**config.mk**
```make
export PLATFORM = sky130hd
export DESIGN_NAME = alu_acc_ctrl
export DESIGN_NICKNAME = d
export VERILOG_FILES = /design/src/rtl/alu_acc_ctrl.sv
export SDC_FILE = /design/constraint.sdc
export NUM_CORES = 1
export LEC_CHECK = 0
export ABC_AREA = 0
export CORE_MARGIN = 2
export CORE_UTILIZATION = 42
export DETAILED_ROUTE_END_ITERATION = 7
export GPL_TIMING_DRIVEN = 0
export PLACE_DENSITY = 0.88
export SLEW_MARGIN = 10
export SYNTH_ARGS = -nofsm -noshare
export SYNTH_HDL_FRONTEND = slang
export SYNTH_SLANG_ARGS = --single-unit
```
**constraint.sdc**
```tcl
create_clock -name clk -period 2.25 [get_ports clk]
set_clock_uncertainty 0.1 [all_clocks]
set_input_delay 0.225 -clock clk [delete_from_list [all_inputs] [get_ports clk]]
set_output_delay 0.225 -clock clk [all_outputs]
set_load 0.05 [all_outputs]
```
**src/rtl/alu_acc_ctrl.sv**
```systemverilog
// alu_acc_ctrl: accumulator/sequencer wrapped around an external combinational ALU.
// Commands enter over cmd_valid/cmd_ready, the ALU is driven with A = accumulator,
// and the settled Result/NZVC are captured in EXEC. Each outcome is returned on
// the rsp_valid/rsp_ready port.
// Handshake rule (both ports): a transfer happens on a rising clk edge where
// valid & ready are both 1; a producer holds its payload stable while valid & !ready.
module alu_acc_ctrl #(
   parameter int WIDTH = 8,
   parameter int CNT_W = 16
) (
   input  logic             clk,
   input  logic             rst_n,
   input  logic             cmd_valid,
   output logic             cmd_ready,
   input  logic             cmd_load,
   input  logic [2:0]       cmd_op,
   input  logic [WIDTH-1:0] cmd_operand,
   output logic [WIDTH-1:0] alu_a,
   output logic [WIDTH-1:0] alu_b,
   output logic [2:0]       alu_sel,
   input  logic [WIDTH-1:0] alu_result,
   input  logic [3:0]       alu_nzvc,
   output logic             rsp_valid,
   input  logic             rsp_ready,
   output logic [WIDTH-1:0] rsp_acc,
   output logic [3:0]       rsp_nzvc,
   output logic             v_sticky,
   input  logic             v_clr,
   output logic [CNT_W-1:0] op_count,
   output logic [1:0]       dbg_state
);

   typedef enum logic [1:0] {
      S_IDLE = 2'd0,
      S_EXEC = 2'd1,
      S_RESP = 2'd2
   } state_t;

   state_t           r_state;
   state_t           w_state_nxt;
   logic             w_accept;
   logic             w_exec;
   logic             w_rsp_done;

   logic             r_cmd_ready;
   logic             r_load;
   logic [WIDTH-1:0] r_acc;
   logic [WIDTH-1:0] r_alu_b;
   logic [2:0]       r_alu_sel;
   logic [3:0]       r_flags;
   logic [WIDTH-1:0] r_rsp_acc;
   logic [3:0]       r_rsp_nzvc;
   logic             r_rsp_valid;
   logic             r_v_sticky;
   logic [CNT_W-1:0] r_op_count;
   logic             w_alu_op;
   logic             w_v_set;

   // Next-state decode and per-state strobes
   always_comb begin
      w_state_nxt = r_state;
      w_accept    = 1'b0;
      w_exec      = 1'b0;
      w_rsp_done  = 1'b0;
      case (r_state)
         S_IDLE: begin
            w_accept = cmd_valid & r_cmd_ready;
            if (w_accept) w_state_nxt = S_EXEC;
         end
         S_EXEC: begin
            w_exec      = 1'b1;
            w_state_nxt = S_RESP;
         end
         S_RESP: begin
            w_rsp_done = rsp_ready;
            if (rsp_ready) w_state_nxt = S_IDLE;
         end
         default: w_state_nxt = S_IDLE;
      endcase
   end

   // State register; cmd_ready is registered from the next state only
   always_ff @(posedge clk or negedge rst_n) begin
      if (!rst_n) begin
         r_state     <= S_IDLE;
         r_cmd_ready <= 1'b0;
      end else begin
         r_state     <= w_state_nxt;
         r_cmd_ready <= (w_state_nxt == S_IDLE);
      end
   end

   // Capture the accepted command; ALU B/Sel hold their last values otherwise
   always_ff @(posedge clk or negedge rst_n) begin
      if (!rst_n) begin
         r_alu_b   <= '0;
         r_alu_sel <= 3'd0;
         r_load    <= 1'b0;
      end else if (w_accept) begin
         r_alu_b   <= cmd_operand;
         r_alu_sel <= cmd_op;
         r_load    <= cmd_load;
      end
   end

   assign w_alu_op = w_exec & ~r_load;
   assign w_v_set  = w_alu_op & alu_nzvc[1];

   // EXEC: commit accumulator/flags and publish the response payload
   always_ff @(posedge clk or negedge rst_n) begin
      if (!rst_n) begin
         r_acc      <= '0;
         r_flags    <= 4'd0;
         r_rsp_acc  <= '0;
         r_rsp_nzvc <= 4'd0;
      end else if (w_exec) begin
         if (r_load) begin
            r_acc      <= r_alu_b;
            r_rsp_acc  <= r_alu_b;
            r_rsp_nzvc <= r_flags;
         end else begin
            r_acc      <= alu_result;
            r_flags    <= alu_nzvc;
            r_rsp_acc  <= alu_result;
            r_rsp_nzvc <= alu_nzvc;
         end
      end
   end

   // Count completed ALU operations (loads do not count); wraps naturally
   always_ff @(posedge clk or negedge rst_n) begin
      if (!rst_n) r_op_count <= '0;
      else if (w_alu_op) r_op_count <= r_op_count + CNT_W'(1);
   end

   // Response valid: raised by EXEC, dropped when the consumer takes it
   always_ff @(posedge clk or negedge rst_n) begin
      if (!rst_n) r_rsp_valid <= 1'b0;
      else if (w_exec) r_rsp_valid <= 1'b1;
      else if (w_rsp_done) r_rsp_valid <= 1'b0;
   end

   // Sticky overflow: a set in the same cycle as v_clr takes priority
   always_ff @(posedge clk or negedge rst_n) begin
      if (!rst_n) r_v_sticky <= 1'b0;
      else if (w_v_set) r_v_sticky <= 1'b1;
      else if (v_clr) r_v_sticky <= 1'b0;
   end

   assign cmd_ready = r_cmd_ready;
   assign alu_a     = r_acc;
   assign alu_b     = r_alu_b;
   assign alu_sel   = r_alu_sel;
   assign rsp_valid = r_rsp_valid;
   assign rsp_acc   = r_rsp_acc;
   assign rsp_nzvc  = r_rsp_nzvc;
   assign v_sticky  = r_v_sticky;
   assign op_count  = r_op_count;
   assign dbg_state = r_state;

endmodule

```
==> results.py <==
metrics = {
    "critical_path": {
        "cpPeakStageDelay_ns": 0.56,
        "worst_ep_required_time_ns": 2.33,
        "worstPathCellList": "nor3_1, buf_2, mux2_2",
        "path_class": "reg2reg",
        "start_kind": "flop",
        "crit_family": "simple AND/OR/NAND/NOR gates",
        "critical_path.slowest_cell": "nor3_1",
        "cp_max_fo": 10,
        "path_buf_inv": 1,
        "crit_arrival_ns": 2.06,
        "worst_setup_path_end_kind": "flop",
    },
    "placed_design": {
        "gp_congestion": 0.781,
        "dp_cells": 286,
        "port_buffers": 80,
        "place_hpwl_um": 3170,
        "dpl_worst_slack_ns": -0.0157,
    },
    "yosys": {
        "syn_area_um2": 1910,
        "synth-main-ff-cell": "dfrtp_1",
        "synth_seq_area_share": 0.591,
        "async_flop_share": 1.00,
        "synth_cells": 153,
        "yosysWarnings": 0,
        "syn_nets": 183,
        "synth_seq_cells": 45,
        "yosysUniqueCellTypes": 23,
        "synth_edf_count": 0,
        "syn-mean-instance-area_um2": 12.5,
    },
    "run": {
        "max_cap_viol_count": 0,
    },
    "clocking": {
        "root_buffer": "clkbuf_8",
        "cts_buffer_depth": 2,
        "cts_sinks": 45,
        "cts_setup_buffers": 0,
        "clkTransAtPathRegs_ns": 0.08,
        "cts_buffers": 5,
        "htreeDepth": 2,
        "clock_latency_ns": 0.29,
        "cts_resized": 0,
        "cts_tree": "done",
        "postCtsHoldBufs": 1,
    },
    "routing": {
        "wl_per_cell_um": 14.1,
        "via_per_inst": 4.95,
        "met1_length_um": 1690,
        "drc": 0,
        "first_iter_violations": 26,
        "met2_length_um": 2140,
        "highest_layer": "met4",
        "num_vias": 1460,
        "drt-total-wl_um": 4160,
        "dr.pass1.iters": 4,
        "met3_length_um": 274,
        "final_antenna_net_count": 0,
    },
    "sta": {
        "fmaxAchievable_ghz": 0.505,
        "worst_slew_pin_slew_ns": 0.617,
        "fin_crit_sh": 0.880,
        "fin_crit_ns": 1.98,
        "tns_ns": 0,
        "rsz0062_at_grt": "no",
        "fin_ws_ns": 0.271,
        "slew_headroom": 0.585,
        "finalHoldViolations": 0,
        "report.final.slew_viol_count": 0,
        "setup_violations": 0,
        "fin_hold_ws_ns": 0.279,
    },
    "grt": {
        "antenna_found_initial": 0,
        "overflow": 0,
        "grt_pass1_vias": 1476,
        "grt_pass1_wl_um": 6840,
        "grt_max_degree": 33,
        "grtUsageTotal": 0.175,
    },
    "floorplan": {
        "start_util": 0.438,
        "pin_count": 81,
        "die_area_um2": 5090,
        "core_um2": 4350,
        "rows": 24,
        "die_h_um": 71.4,
        "fp.dieW_um": 71.4,
    },
    "final_layout": {
        "final_common_cell": "clkdlybuf4s50_1",
        "final_cell_mix": "clkdlybuf4s50_1 (79), dfrtp_1 (45), nand2_1 (17), mux2_2 (16)",
        "drive_above_1_share": 0.144,
        "post-route-util": 0.661,
        "layout.nets": 272,
        "fillers": 344,
        "ff_latch_area_um2": 1130,
        "syn2layout_area_growth_pct": 51.0,
        "multi_input_area_um2": 692,
        "final_cells": 295,
        "diodes": 0,
    },
    "worst_hold_path": {
        "worstHoldPathType": "in2async",
    },
    "power_and_ir_drop": {
        "p_leak_uw": 0.00127,
        "vdd_drop_max_mv": 1.07,
        "power_density_nw_per_um2": 1580,
    },
    "status": {
        "outcome": "complete, no violations",
    },
}
[sequential cells by signal, summed over array words and instances (netlist names)]
| name | count |
|---|---|
| op_count | 16 |
| alu_b | 8 |
| rsp_acc | 8 |
| rsp_nzvc | 4 |
| alu_sel | 3 |
| dbg_state | 2 |
| cmd_ready | 1 |
| r_load | 1 |
| rsp_valid | 1 |
| v_sticky | 1 |
[area by class of cell]
cell class                      instances  area share
Buffer                                 11      0.0265
Clock buffer                            8      0.0278
Inverter                                3     0.00391
Multi-Input combinational cell         94       0.241
Sequential cell                        45       0.391
Tap cell                               52      0.0226
Timing Repair Buffer                   82       0.287
[final timing paths]
path | endpoint | depth (start not counted) | startpoint | slack, ns
max | alu_b[3]$_DFFE_PN0P_ | 3 | dbg_state[1]$_DFF_PN0_ | 0.27
min | rsp_nzvc[3]$_DFFE_PN0P_ | 2 | rst_n | 0.28
max in group asynchronous | op_count[15]$_DFFE_PN0P_ | 3 | rst_n | 1.29
max reg2reg | alu_b[3]$_DFFE_PN0P_ | 3 | dbg_state[1]$_DFF_PN0_ | 0.27
min in group clk | op_count[15]$_DFFE_PN0P_ | 1 | op_count[15]$_DFFE_PN0P_ | 0.37
min reg2reg | op_count[15]$_DFFE_PN0P_ | 1 | op_count[15]$_DFFE_PN0P_ | 0.37
[synth_stat cells (3+ instances only)]
cell      n  area share
nand3_1   4       0.011
nand4_1   6       0.020
mux2i_1   8       0.042
xnor2_1  10       0.046
mux2_2   16       0.095
buf_4     9       0.035
nor3_1    4       0.011
inv_1     3      0.0059
dfrtp_1  45        0.59
o21ai_0  10       0.026
nand2_1  17       0.033
xor2_1    5       0.023
nor2_1    5      0.0099
[worst register-to-register path: cells and delay by family (launching register included)]
family / cells / cell delay, ns
and+or+nand+nor: 1 / 0.56
muxes: 1 / 0.37
DFF: 1 / 0.46
buffers and inverters: 1 / 0.38
[through the flow]
stage | total power [uW] | area [um^2]
6_report | 4540 | 2880
5_1_grt | 4770 | 2880
4_1_cts | 4590 | 2880
3_5_place_dp | 4110 | 2790
3_3_place_gp | 4050 | 2770
2_1_floorplan | 3180 | 1910
[where the power goes]
group	internal [uW]	leakage, uW	switching, uW	total (uW)
clock	221	0.0000395	247	468
combinational	1010	0.000659	1700	2700
sequential	1100	0.000568	264	1370
[layer usage]
metal | track usage | vias up
li1 | - | 691
met1 | 0.214 | 707
met2 | 0.299 | 57
met3 | 0.0506 | 5
met4 | 0.0566 | 0
met5 | 0 | -
[kinds of logic after synthesis]
kind of cell,count (synthesis),share of synthesized area
multiplexers,24,0.137
flip-flops,45,0.591
AO/OA/AOI/OAI,11,0.0289
XOR/XNOR,15,0.0689
AND/OR/NAND/NOR,43,0.122
adder cells (fa/ha/maj),1,0.00656
buffers and inverters,14,0.0460
(Power assumes the default switching activity.)
